File: config.mk
export PLATFORM = sky130hd
export DESIGN_NAME = stream_arbiter_fifo
export DESIGN_NICKNAME = d
export VERILOG_FILES = /design/src/rtl/stream_pkg.sv /design/src/rtl/stream_fifo.sv /design/src/rtl/stream_arbiter_fifo.sv
export SDC_FILE = /design/constraint.sdc
export NUM_CORES = 1
export LEC_CHECK = 0
export ABC_AREA = 1
export BUFFER_PORTS_ARGS = -buffer_cell sky130_fd_sc_hd__buf_2
export CORE_UTILIZATION = 46
export CTS_CLUSTER_DIAMETER = 120
export DETAILED_ROUTE_END_ITERATION = 7
export PLACE_DENSITY = 0.72
export SYNTH_ARGS = -nofsm -noshare
export SYNTH_HDL_FRONTEND = slang
export SYNTH_SLANG_ARGS = --single-unit
File: constraint.sdc
create_clock -name clk -period 2.4 [get_ports clk]
set_input_delay 0.6 -clock clk [delete_from_list [all_inputs] [get_ports clk]]
set_output_delay 0.6 -clock clk [all_outputs]
set_load 0.01 [all_outputs]
File: src/rtl/stream_pkg.sv
// Shared definitions for the stream merger blocks.
//   MODE_RR / MODE_PRIO : arbitration mode selectors for stream_arbiter_fifo
//   clog2()             : ceiling log2, used to size index/pointer/count fields
package stream_pkg;

    localparam int MODE_RR   = 0;
    localparam int MODE_PRIO = 1;

    // Ceiling log2; clog2(1) = 0, clog2(4) = 2, clog2(5) = 3.
    function automatic int clog2(input int value);
        int result;
        int v;
        result = 0;
        v      = value - 1;
        while (v > 0) begin
            result = result + 1;
            v      = v >> 1;
        end
        return result;
    endfunction

endpackage

File: src/rtl/stream_fifo.sv
// Circular-buffer FIFO holding {source id, data} entries for the merger.
// Ports:
//   clk, rst       clock, asynchronous active-low reset
//   push/push_data write one entry at the tail
//   pop            remove the head entry (caller only pops when count != 0)
//   head_data      current head entry
//   count          occupancy, 0..DEPTH
// The caller never pushes into a full FIFO, so the tail never overwrites the
// head slot unless the FIFO is empty; head_data therefore only moves on a pop
// or on a push into an empty FIFO.
module stream_fifo
    import stream_pkg::*;
#(
    parameter int WIDTH = 34,
    parameter int DEPTH = 4,
    localparam int PTR_W = clog2(DEPTH),
    localparam int CNT_W = PTR_W + 1
) (
    input  logic             clk,
    input  logic             rst,
    input  logic             push,
    input  logic [WIDTH-1:0] push_data,
    input  logic             pop,
    output logic [WIDTH-1:0] head_data,
    output logic [CNT_W-1:0] count
);

    logic [WIDTH-1:0] mem [DEPTH];
    logic [PTR_W-1:0] wr_ptr;
    logic [PTR_W-1:0] rd_ptr;

    // Pointers wrap naturally because DEPTH is a power of two.
    always_ff @(posedge clk or negedge rst) begin
        if (!rst) begin
            wr_ptr <= '0;
            rd_ptr <= '0;
            count  <= '0;
        end else begin
            if (push) wr_ptr <= wr_ptr + PTR_W'(1);
            if (pop)  rd_ptr <= rd_ptr + PTR_W'(1);
            if (push && !pop)      count <= count + CNT_W'(1);
            else if (pop && !push) count <= count - CNT_W'(1);
        end
    end

    // Storage needs no reset; contents are meaningless while count == 0.
    always_ff @(posedge clk) begin
        if (push) mem[wr_ptr] <= push_data;
    end

    assign head_data = mem[rd_ptr];

endmodule

File: src/rtl/stream_arbiter_fifo.sv
// N-to-1 merger of stb/ack word streams into one FIFO-buffered output stream.
// Ports:
//   clk, rst        clock, asynchronous active-low reset
//   input_data      CHANNELS words, channel i at [i*WIDTH +: WIDTH]
//   input_stb       per-channel word valid
//   input_ack       registered one-cycle capture pulse, at most one bit high
//   channel_enable  a disabled channel is never granted
//   output_data/id  FIFO head word and its source channel
//   output_stb      FIFO non-empty
//   output_ack      consumer accept
//   fifo_count      FIFO occupancy
// Handshake: a producer raises stb with data and holds both until it sees ack;
// the word is captured in the cycle ack is high. On the output side a word is
// transferred in every cycle where output_stb && output_ack.
// A grant chosen in cycle N becomes input_ack in N+1, and the word is written
// to the FIFO in N+1. The space check in N therefore counts the push and pop
// already happening in N, so every issued ack has a reserved slot.
module stream_arbiter_fifo
    import stream_pkg::*;
#(
    parameter int CHANNELS = 4,
    parameter int WIDTH    = 32,
    parameter int DEPTH    = 4,
    parameter int MODE     = 0,
    localparam int ID_WIDTH = clog2(CHANNELS),
    localparam int CNT_W    = clog2(DEPTH) + 1
) (
    input  logic                      clk,
    input  logic                      rst,
    input  logic [CHANNELS*WIDTH-1:0] input_data,
    input  logic [CHANNELS-1:0]       input_stb,
    output logic [CHANNELS-1:0]       input_ack,
    input  logic [CHANNELS-1:0]       channel_enable,
    output logic [WIDTH-1:0]          output_data,
    output logic [ID_WIDTH-1:0]       output_id,
    output logic                      output_stb,
    input  logic                      output_ack,
    output logic [CNT_W-1:0]          fifo_count
);

    logic [CHANNELS-1:0] eligible;
    logic [ID_WIDTH-1:0] last_grant;
    logic [ID_WIDTH-1:0] grant_idx;
    logic [ID_WIDTH-1:0] cand;
    logic                grant_valid;
    logic                space_ok;
    logic                push;
    logic                pop;
    logic [ID_WIDTH-1:0] ack_idx;
    logic [WIDTH-1:0]    ack_data;

    // A channel acked this cycle is masked: its producer is still holding stb
    // until the capture edge, and must not be granted a second time.
    assign eligible = input_stb & channel_enable & ~input_ack;
    assign push     = |input_ack;
    assign pop      = output_stb & output_ack;
    assign space_ok = (int'(fifo_count) + int'(push) - int'(pop)) < DEPTH;

    always_comb begin
        grant_valid = 1'b0;
        grant_idx   = '0;
        cand        = '0;
        if (MODE == MODE_RR) begin
            // Walk backwards from the farthest candidate so the nearest
            // eligible channel after last_grant is the final assignment.
            for (int k = CHANNELS; k >= 1; k--) begin
                cand = ID_WIDTH'((int'(last_grant) + k) % CHANNELS);
                if (eligible[cand]) begin
                    grant_valid = 1'b1;
                    grant_idx   = cand;
                end
            end
        end else begin
            for (int i = CHANNELS - 1; i >= 0; i--) begin
                if (eligible[i]) begin
                    grant_valid = 1'b1;
                    grant_idx   = ID_WIDTH'(i);
                end
            end
        end
    end

    // Select the word of the channel being acked (one-hot input_ack).
    always_comb begin
        ack_idx  = '0;
        ack_data = '0;
        for (int i = 0; i < CHANNELS; i++) begin
            if (input_ack[i]) begin
                ack_idx  = ID_WIDTH'(i);
                ack_data = input_data[i*WIDTH +: WIDTH];
            end
        end
    end

    // last_grant resets to the top channel so channel 0 is served first.
    always_ff @(posedge clk or negedge rst) begin
        if (!rst) begin
            input_ack  <= '0;
            last_grant <= ID_WIDTH'(CHANNELS - 1);
        end else begin
            input_ack <= '0;
            if (grant_valid && space_ok) begin
                input_ack[grant_idx] <= 1'b1;
                last_grant           <= grant_idx;
            end
        end
    end

    stream_fifo #(
        .WIDTH (WIDTH + ID_WIDTH),
        .DEPTH (DEPTH)
    ) u_fifo (
        .clk       (clk),
        .rst       (rst),
        .push      (push),
        .push_data ({ack_idx, ack_data}),
        .pop       (pop),
        .head_data ({output_id, output_data}),
        .count     (fifo_count)
    );

    assign output_stb = (fifo_count != '0);

endmodule
=== After elaboration in Yosys (flattened, before gate mapping) ===
Memory sizes are Yosys's and may differ from the RTL's.
Index checks and enable logic that the tools add are counted.

* Bits in registers: 13
* Bits in latches: 0
* RAM bits: 136
* Bits in read-only memories: 0
* Input bits: 139
* Output and inout bits: 42
* Logic and storage cells: 66
* Memories kept: 1

* Add/sub/neg operators: 10
* $mul: 0
* Divide/modulo/power cells: 0
* Magnitude comparators: 7
* Eq/ne operators: 0
* Shift operators: 0
* Mux-type cells: 30
* Bitwise logic cells: 4
* Reduce and logical (&&, ||, !) cells: 9

{| class="wikitable"
|+ Memories
! memory !! depth !! width !! rd ports !! clocked after Yosys merged registers in !! wr ports !! line !! text
|-
| u_fifo.mem || 4 || 34 || 1 || 0 || 1 || stream_fifo.sv:28 || <nowiki>logic [WIDTH-1:0] mem [DEPTH];</nowiki>
|}

{| class="wikitable"
|+ Operators with widths
! operator !! number
|-
| two-way mux 32 bit || 4
|-
| < comparator 2 x 3 -> 1 bit, second input constant || 5
|-
| two-way mux 1 bit || 12
|-
| two-way mux 2 bit || 6
|-
| adder 2 x 1 -> 2 bit, second input constant || 4
|-
| bitwise AND 4 bit || 2
|-
| binary-select mux 1 bit (select 2 bit) || 4
|-
| two-way mux 3 bit || 2
|-
| < comparator 5 x 4 -> 1 bit, second input constant || 1
|-
| subtractor 4 x 1 -> 5 bit || 1
|-
| adder 2 bit, second input constant || 2
|-
| adder 3 x 1 -> 4 bit || 1
|-
| logical AND 1 bit || 4
|-
| two-way mux 4 bit || 1
|-
| inverter 4 bit || 1
|-
| OR reduction 4 bit || 1
|-
| adder 3 x 1 -> 3 bit, second input constant || 1
|-
| nonzero test 3 bit || 1
|-
| subtractor 3 x 1 -> 3 bit, second input constant || 1
|-
| demux 1 bit (select 2 bit) || 1
|-
| >= comparator 2 x 1 -> 1 bit, second input constant || 1
|-
| zero test 1 bit || 2
|-
| nonzero test 2 bit || 1
|-
| bitwise AND 1 bit || 1
|}

=== Logic depth before layout (Yosys ltp) ===
Gate-level depths: netlist (run 1).

* Depth in word-level cells: 13
* Mapped depth: 16
* Gate-level depth less buffers: 16

=== By module ===
Synthesis (run 1) repeated with hierarchy kept, for this count alone.

* Cells, all modules: 754
* Area, all modules: 7388.3 um^2

{| class="wikitable"
|+ Modules (own cells, without submodules)
! module !! instances !! cells an instance !! area each (um^2) !! sequential area each (um^2)
|-
| stream_fifo || 1 || 442 || 5763.0 || 4259.1
|-
| stream_arbiter_fifo || 1 || 312 || 1625.3 || 152.6
|}

=== Least setup slack after synthesis (run 1) ===
No wires, ideal clock.

* Kind: register to register
* Start point: register input_ack[1]
* End point: memory u_fifo.mem[0][0] (enable)
* Setup time: 0.425 ns
* Arrival: 2.176 ns
* Required time: 1.975 ns
* Setup slack: -0.201 ns
* Stages on the path, launching flop included: 6
* Buffers on the path: 1
* Clock period less this slack: 2.601 ns
* Cells stage by stage: dfrtp_1 > buf_6 > nor2_4 > nand2_4 > inv_1 > nor2_1

* Cells in the longest elaborated chain, start to end: 3

{| class="wikitable"
|+ RTL lines
! what !! line !! text
|-
| from (decl) || stream_arbiter_fifo.sv:32 || <nowiki>output logic [CHANNELS-1:0] input_ack,</nowiki>
|-
| from (signal assigned) || stream_arbiter_fifo.sv:98 || <nowiki>input_ack <= '0;</nowiki>
|-
| from (signal assigned) || stream_arbiter_fifo.sv:101 || <nowiki>input_ack <= '0;</nowiki>
|-
| from (signal, indexed assignment) || stream_arbiter_fifo.sv:103 || <nowiki>input_ack[grant_idx] <= 1'b1;</nowiki>
|-
| OR reduction 4 bit || stream_arbiter_fifo.sv:55 || <nowiki>assign push = |input_ack;</nowiki>
|-
| named net push || stream_arbiter_fifo.sv:47 || <nowiki>logic push;</nowiki>
|-
| two-way mux 1 bit || stream_fifo.sv:48 || <nowiki>if (push) mem[wr_ptr] <= push_data;</nowiki>
|-
| two-way mux 1 bit (implied by the code) || stream_fifo.sv:48 ||
|-
| to (decl) || stream_fifo.sv:28 ||
|}

The timed path passes the listed nets, and every way through them passes these cells.

=== Final worst setup path (run 1) ===
* Start point: register u_fifo.rd_ptr[0]
* End point: output port output_id[0]

* Cells in the longest elaborated chain, start to end: 1

{| class="wikitable"
|+ RTL lines
! what !! line !! text
|-
| from (decl) || stream_fifo.sv:30 || <nowiki>logic [PTR_W-1:0] rd_ptr;</nowiki>
|-
| from (signal assigned) || stream_fifo.sv:40 || <nowiki>if (pop) rd_ptr <= rd_ptr + PTR_W'(1);</nowiki>
|-
| memory (4 x 34 bit) || -- ||
|-
| to (decl) || stream_arbiter_fifo.sv:35 || <nowiki>output logic [ID_WIDTH-1:0] output_id,</nowiki>
|}

Every way passes these cells.

==> results of run 1 <==
==> final cells by class <==
type	instances	area share
Sequential cell	149	0.499
Multi-Input combinational cell	459	0.262
Timing Repair Buffer	209	0.133
Clock buffer	17	0.0481
Tap cell	184	0.0260
Clock inverter	15	0.0184
Inverter	32	0.0139
==> per-layer routing <==
| layer | wire [um] | GRT usage |
|---|---|---|
| met4 | 223 | 0.0717 |
| met3 | 1020 | 0.0658 |
| met5 | 0 | 0 |
| met2 | 8510 | 0.380 |
| met1 | 7340 | 0.291 |
==> flip-flops by register name, indices dropped and copies added, names as in the netlist <==
| name | cells |
|---|---|
| u_fifo.wr_ptr | 2 |
| u_fifo.mem | 136 |
| input_ack | 4 |
| u_fifo.count | 3 |
| last_grant | 2 |
| u_fifo.rd_ptr | 2 |
==> cells in the mapped netlist <==
cell type | n | area, sq um
inv_2 | 4 | 15.0
nand2_2 | 6 | 37.5
buf_6 | 3 | 33.8
inv_1 | 27 | 101
fa_1 | 1 | 20.0
o21ai_0 | 105 | 526
nand2_4 | 1 | 11.3
buf_2 | 12 | 60.1
a21oi_1 | 66 | 330
buf_1 | 5 | 18.8
nand3_1 | 44 | 220
xnor2_1 | 1 | 8.76
dfrtp_1 | 11 | 275
ha_1 | 10 | 125
a21oi_4 | 1 | 16.3
nand2_1 | 95 | 357
nor2_1 | 82 | 308
dfstp_2 | 2 | 52.6
o21ai_1 | 1 | 5.00
o22ai_1 | 34 | 213
or2_1 | 1 | 6.26
nor2_2 | 2 | 12.5
nand3_2 | 3 | 30.0
inv_4 | 1 | 6.26
or2_2 | 1 | 6.26
nor2_4 | 1 | 11.3
clkbuf_1 | 27 | 101
xnor2_2 | 1 | 16.3
xor2_1 | 3 | 26.3
edfxtp_1 | 136 | 4080
==> metrics by stage <==
step	setup WS (ps)	util	TNS [ps]
after floorplan	-201	-	-27370
after global placement	300	0.559	0
after detailed placement	246	0.559	0
after CTS	43.3	0.599	0
after global routing	2.27	0.600	0
final	57.4	0.600	0
==> report_power, final <==
group	switching, mW	total (mW)	leakage (nW)	internal (mW)
clock network	1.01	2.63	0.285	1.62
logic	3.06	4.73	1.78	1.66
registers	0.261	4.07	1.42	3.81
total	4.33	11.4	3.49	7.09
==> cell families after synthesis <==
family | count (synthesis) | synth area share
AO/OA/AOI/OAI | 207 | 0.155
adder cells (fa/ha/maj) | 11 | 0.0206
AND/OR/NAND/NOR | 236 | 0.142
buffers and inverters | 79 | 0.0478
flip-flops | 149 | 0.627
XOR/XNOR | 5 | 0.00729
==> worst paths after layout <==
path	from	endpoint	slack, ps	depth (start not counted)
max in group asynchronous	rst	last_grant[1]	2050	1
min in group clk	u_fifo.wr_ptr[0]	u_fifo.wr_ptr[0]	530	1
max reg2reg	u_fifo.count[0]	input_ack[3]	300	15
min reg2reg	u_fifo.wr_ptr[0]	u_fifo.wr_ptr[0]	530	1
max	u_fifo.rd_ptr[0]	output_id[0]	60	5
min	rst	u_fifo.count[0]	60	1
==> cell usage in the layout (no fill, tap or decap), types with 6 or more instances in the layout <==
cell and count:
a21oi_1 66, buf_2 180, buf_4 21, clkbuf_16 17
dfrtp_1 8, edfxtp_1 136, ha_1 10, inv_1 24
inv_2 7, nand2_1 95, nand2_2 6, nand3_1 44
nor2_1 78, o21ai_0 105, o22ai_1 34
==> repair_timing <==
action,4_1_cts,5_1_grt
setup endpoints to repair,1,7
resized for setup,1,6
hold endpoints to repair,0,0
==> impl_results.md, run 1 <==
* Max Buffers Root-to-Sink at 2
* VDD IR max at 0.000733 V
* CTS H-tree depth at 4
* PwrDens at 1290 nW/um^2
* Worst hold path type: input port to async pin
* IO Pins at 181
* CTS tree: done
* Status: finished, violations left
* GR Overflow Total at 0
* Largest net degree at the start of global routing at 41
* Row cnt at 44
* Placed Cells at 1033
* Final Cycle Share at 0.976
* CTS buffer count at 17
* Number of remaining DRC errors at 12
* Diodes inserted at 0
* Max incr delay on CP at 440 ps
* CP top delay family: buffers and inverters
* Ys Warns at 0
* Multi-input combinational cell area at 2320 sq um
* Die area at 15800 sq um
* Gr usage total at 0.229
* Critical path endpoint category: output port
* CTS hold repair buffers at 0
* Post-CTS Setup Inserts at 0
* Mapped Nets at 837
* Seq cells post-synth at 149
* Max-slew violations at 0
* Clock Skew at 11.0 ps
* Final Setup Violations at 0
* Port buffer count at 180
* Fill cell count at 1201
* CP required at 1800 ps
* Hold WS at 57.2 ps
* Min Tclk post-route at 2340 ps
* DP HPWL at 11500 um
* Final instance area at 8850 sq um
* Clk root buf: clkbuf_16
* 1st-iter DRT viols at 385
* Worst slew pin tran at 479 ps
* CP arrival at 1740 ps
* GPL Wtd Cong at 0.838
* Antenna Violating Nets Remaining at 0
* MaxCap Viol Count at 0
* TritonCTS Sinks at 149
* CP Class: flip-flop to output port
* Overall Power at 11.4 mW
* First-pass GRT wire length at 27400 um
* Detailed Routing Iterations Pass 1 at 8
* Crit path buf inv count at 3
* CTS clk-pin slew, worst paths at 60 ps
* Post-Syn Area at 7030 sq um
* Clock Latency Late Sink at 430 ps
* Final wirelength at 17100 um
* Post-place instance area at 8240 sq um
* Via-to-Cell Ratio at 5.31
* Max Freq at 0.427 GHz
* Share of layout cells above drive strength 1 at 0.308
* DR WL/cell at 16.1 um
* Die X at 126 um
* Ordered cell list for the critical path: inv_2 -> buf_12 -> o21ai_0 -> o22ai_1 -> buf_2
* Nets at 1018
* Number of global-route vias before repair at 5488
* RSZ-0062 raised after global routing: false
* Failing checks: DRC
* Register area at 4420 sq um
* Initial Util at 0.477
* Syn Inst Count at 687
* Lkg Pwr at 3.49 nW
* Syn avg cell area at 10.2 sq um
* Slowest cell on the critical path: dfrtp_2
* Chip height at 126 um
* Initial antenna violation count at 0
* Unique masters post-synth at 30
* Startpoint Class: flip-flop
* Vias at 5654
* Final non-filler cell total at 1065
* Slew HR at 0.677
* Post-synthesis sequential area ratio at 0.627
* Core Region at 14800 sq um
* Critical Path Fanout Max at 40
* Fin. Hold Viols at 0
* Area grow syn2layout at 25.8%
Power figures use the tool's default switching activity.
==> run 2, diff against run 1 <==
PLACE_DENSITY = 0.71   (was 0.72)
SYNTH_HIERARCHICAL = 1   (was not set)
==> run 2 against run 1 <==
  * Synthesized area is 5.0% higher
  * Final area is 3.4% higher
  * Clock power is 5% higher
  * Sequential share of layout area is 1.6 points lower
  * Fmax is 4.2% higher
  * Critical path depth is 1 lower
  * Worst hold slack better by 7.2 ps
  * Setup slack better by 95 ps
  * Register-to-register slack worse by 130 ps
  * Clock skew hardly changed
  * The flow now finishes without violations
==> impl_results.md, run 2 <==
* CP arrival at 1650 ps (-90 ps)
* Slew HR at 0.545 (-0.133)
* Final wirelength at 16900 um (-1.0%)
* Slowest cell on the critical path: dfrtp_4
* Startpoint Class: flip-flop
* Unique masters post-synth at 30 (unchanged)
* IO Pins at 181 (unchanged)
* Port buffer count at 180 (unchanged)
* TritonCTS Sinks at 149 (unchanged)
* PwrDens at 1310 nW/um^2 (+1.7%)
* Nets at 1075 (+5.6%)
* Number of global-route vias before repair at 5318 (-3.1%)
* Fin. Hold Viols at 0 (unchanged)
* RR Startpoint: u_fifo/count[2]
* Biggest register: u_fifo/mem
* MaxCap Viol Count at 0 (unchanged)
* Final Setup Violations at 0 (unchanged)
* CTS H-tree depth at 4 (unchanged)
* Row cnt at 45 (+2.3%)
* Vias at 5753 (+1.8%)
* Flip-flop count of the largest register after layout at 136 (unchanged)
* Number of remaining DRC errors at 0 (-12)
* Initial Util at 0.479 (+0.00215)
* Most frequent cell after synthesis: nand2_1
* Share of async-settable or async-resettable flops after synthesis at 0.0872 (unchanged)
* Status: finished clean
* Largest regs: u_fifo/mem: 136 flops, input_ack: 4 flops, u_fifo/count: 3 flops
* Diodes inserted at 0 (unchanged)
* DR WL/cell at 14.7 um (-8.2%)
* Clk root buf: clkbuf_16
* Synth cell count leaders: nand2_1 (210), edfxtp_1 (136), inv_1 (89), o211ai_1 (68), a21oi_1 (64)
* Seq cells post-synth at 149 (unchanged)
* Ordered cell list for the critical path: buf_16 -> o211ai_1 -> nand2_1 -> buf_2
* Post-Syn Area at 7390 sq um (+5.0%)
* Post-synth top flop: edfxtp_1
* Gr usage total at 0.212 (-0.0174)
* Top cells by area, synth: edfxtp_1 (55%), nand2_1 (11%), o211ai_1 (6.9%)
* Post-synthesis sequential area ratio at 0.597 (-0.0301)
* GR Overflow Total at 0 (unchanged)
* Final WS setup at 153 ps (+95.4 ps)
* Critical Path Fanout Max at 59 (+48%)
* Initial antenna violation count at 0 (unchanged)
* Reg2Reg Capture Point: input_ack[1]
* Max Buffers Root-to-Sink at 2 (unchanged)
* Ys Warns at 6 (+6)
* RSZ-0062 raised after global routing: true
* Max Freq at 0.445 GHz (+4.2%)
* Syn Inst Count at 754 (+9.8%)
* Mapped Nets at 904 (+8.0%)
* Syn avg cell area at 9.80 sq um (-4.3%)
* Final Cycle Share at 0.936 (-0.0397)
* Die area at 16600 sq um (+5.0%)
* CP required at 1800 ps (about the same)
* CTS clk-pin slew, worst paths at 70 ps (about the same)
* DP HPWL at 11100 um (-3.1%)
* Clock Skew at 11.3 ps (+0.245 ps)
* Synth top area share at 0.553 (-0.0278)
* Dominant cell type by area after synthesis: edfxtp_1
* Max incr delay on CP at 530 ps (+90 ps)
* Fill cell count at 1323 (+10%)
* GPL Wtd Cong at 0.811 (-3.2%)
* Max-slew violations at 0 (unchanged)
* Detailed Routing Iterations Pass 1 at 5 (-3)
* Clock Latency Late Sink at 410 ps (-20 ps)
* Chip height at 129 um (+2.4%)
* Worst slew pin tran at 683 ps (+204 ps)
* Antenna Violating Nets Remaining at 0 (unchanged)
* R2r worst-path depth at 14 (-1)
* Flop2flop setup slack at 170 ps (-130 ps)
* Most common cell after layout, fill and taps aside: nand2_1
* Min Tclk post-route at 2250 ps (-95.4 ps)
* VDD IR max at 0.000639 V (-13%)
* Core Region at 15400 sq um (+4.6%)
* Final non-filler cell total at 1149 (+7.9%)
* Lkg Pwr at 3.95 nW (+13%)
* Largest net degree at the start of global routing at 68 (+66%)
* CP Class: flip-flop to output port
* DP Worst Slack at -19.8 ps (-266 ps)
* Post-synth EDFFs at 136 (unchanged)
* Critical path endpoint category: output port
* Area grow syn2layout at 23.8%
* First-pass GRT wire length at 26200 um (-4.6%)
* CTS hold repair buffers at 0 (unchanged)
* Die X at 129 um (+2.4%)
* CTS buffer count at 17 (unchanged)
* Finished Core Util at 0.593 (-0.00678)
* Share of layout cells above drive strength 1 at 0.275 (-0.0326)
* Placed Cells at 1115 (+7.9%)
* Worst hold path type: input port to async pin
* Via-to-Cell Ratio at 5.01 (-5.7%)
* Commonest non-fill, non-tap cells in the layout: nand2_1 (210), buf_2 (180), edfxtp_1 (136)
* 1st-iter DRT viols at 268 (-30%)
* CTS tree: done
-- run 2: worst max-delay path by stage --
stage	start	end	slack, ps
after CTS	u_fifo/rd_ptr[0]	output_data[11]	60
after global placement	output_ack	input_ack[1]	40
after floorplan	output_ack	input_ack[1]	80
final	u_fifo/rd_ptr[0]	output_data[11]	150
after global routing	input_ack[2]	input_ack[1]	3
after detailed placement	output_ack	input_ack[1]	-20
-- run 2: per-stage QoR --
| step | power, mW | setup TNS (ps) | hold slack (ps) | area (sq um) |
|---|---|---|---|---|
| final | 12.0 | 0 | 64.3 | 9150 |
| after global routing | 12.9 | 0 | 66.0 | 9150 |
| after CTS | 12.1 | 0 | 60.1 | 9120 |
| after detailed placement | 9.25 | -19.8 | 508 | 8480 |
| after global placement | 9.16 | 0 | 503 | 8480 |
| after floorplan | 7.60 | 0 | 304 | 7390 |
-- run 2: metal layers --
| metal | vias up | global-route usage | share of wire |
|---|---|---|---|
| li1 | 2911 | - | - |
| met1 | 2640 | 0.245 | 0.41 |
| met2 | 184 | 0.383 | 0.52 |
| met3 | 18 | 0.0541 | 0.058 |
| met4 | 0 | 0.0664 | 0.015 |
| met5 | - | 0 | 0 |
-- run 2: logic make-up (layout without fill, tap and decap cells) --
logic type      Yosys count  count (layout)  share of synthesized area
flops                   149             149                      0.597
simple gates            271             271                      0.152
compound gates          172             172                      0.141
xor+xnor                  5               5                    0.00694
fa+ha+maj                11              11                     0.0196
buf+inv                 146             330                     0.0842
-- run 2: repair_timing --
| action | CTS | global route |
|---|---|---|
| hold endpoints to repair | 0 | 0 |
| cloned | 0 | 0 |
| setup buffers | 1 | 1 |
| endpoints found under the setup margin | 2 | 15 |
| gates resized for setup | 0 | 4 |
-- run 2: critical path: cells and delay by family (launching register included) --
kind / cells / cell delay, ps
flip-flops: 1 / 530
buffers and inverters: 2 / 350
AO/OA/AOI/OAI: 1 / 230
AND/OR/NAND/NOR: 1 / 90
-- run 2: cell type report --
cell class	instances	area (sq um)	share of cell area
flip-flops and latches	149	4420	0.483
multi-input cells	459	2360	0.258
repair buffers	201	1100	0.121
clock buffers	18	429	0.0469
inverters	97	367	0.0401
well taps	211	264	0.0289
clock inverters	14	201	0.0220
-- run 2: power by group --
| part | internal [mW] | switching, mW |
|---|---|---|
| combinational | 1.73 | 3.29 |
| clock | 1.75 | 1.02 |
| sequential | 3.94 | 0.270 |
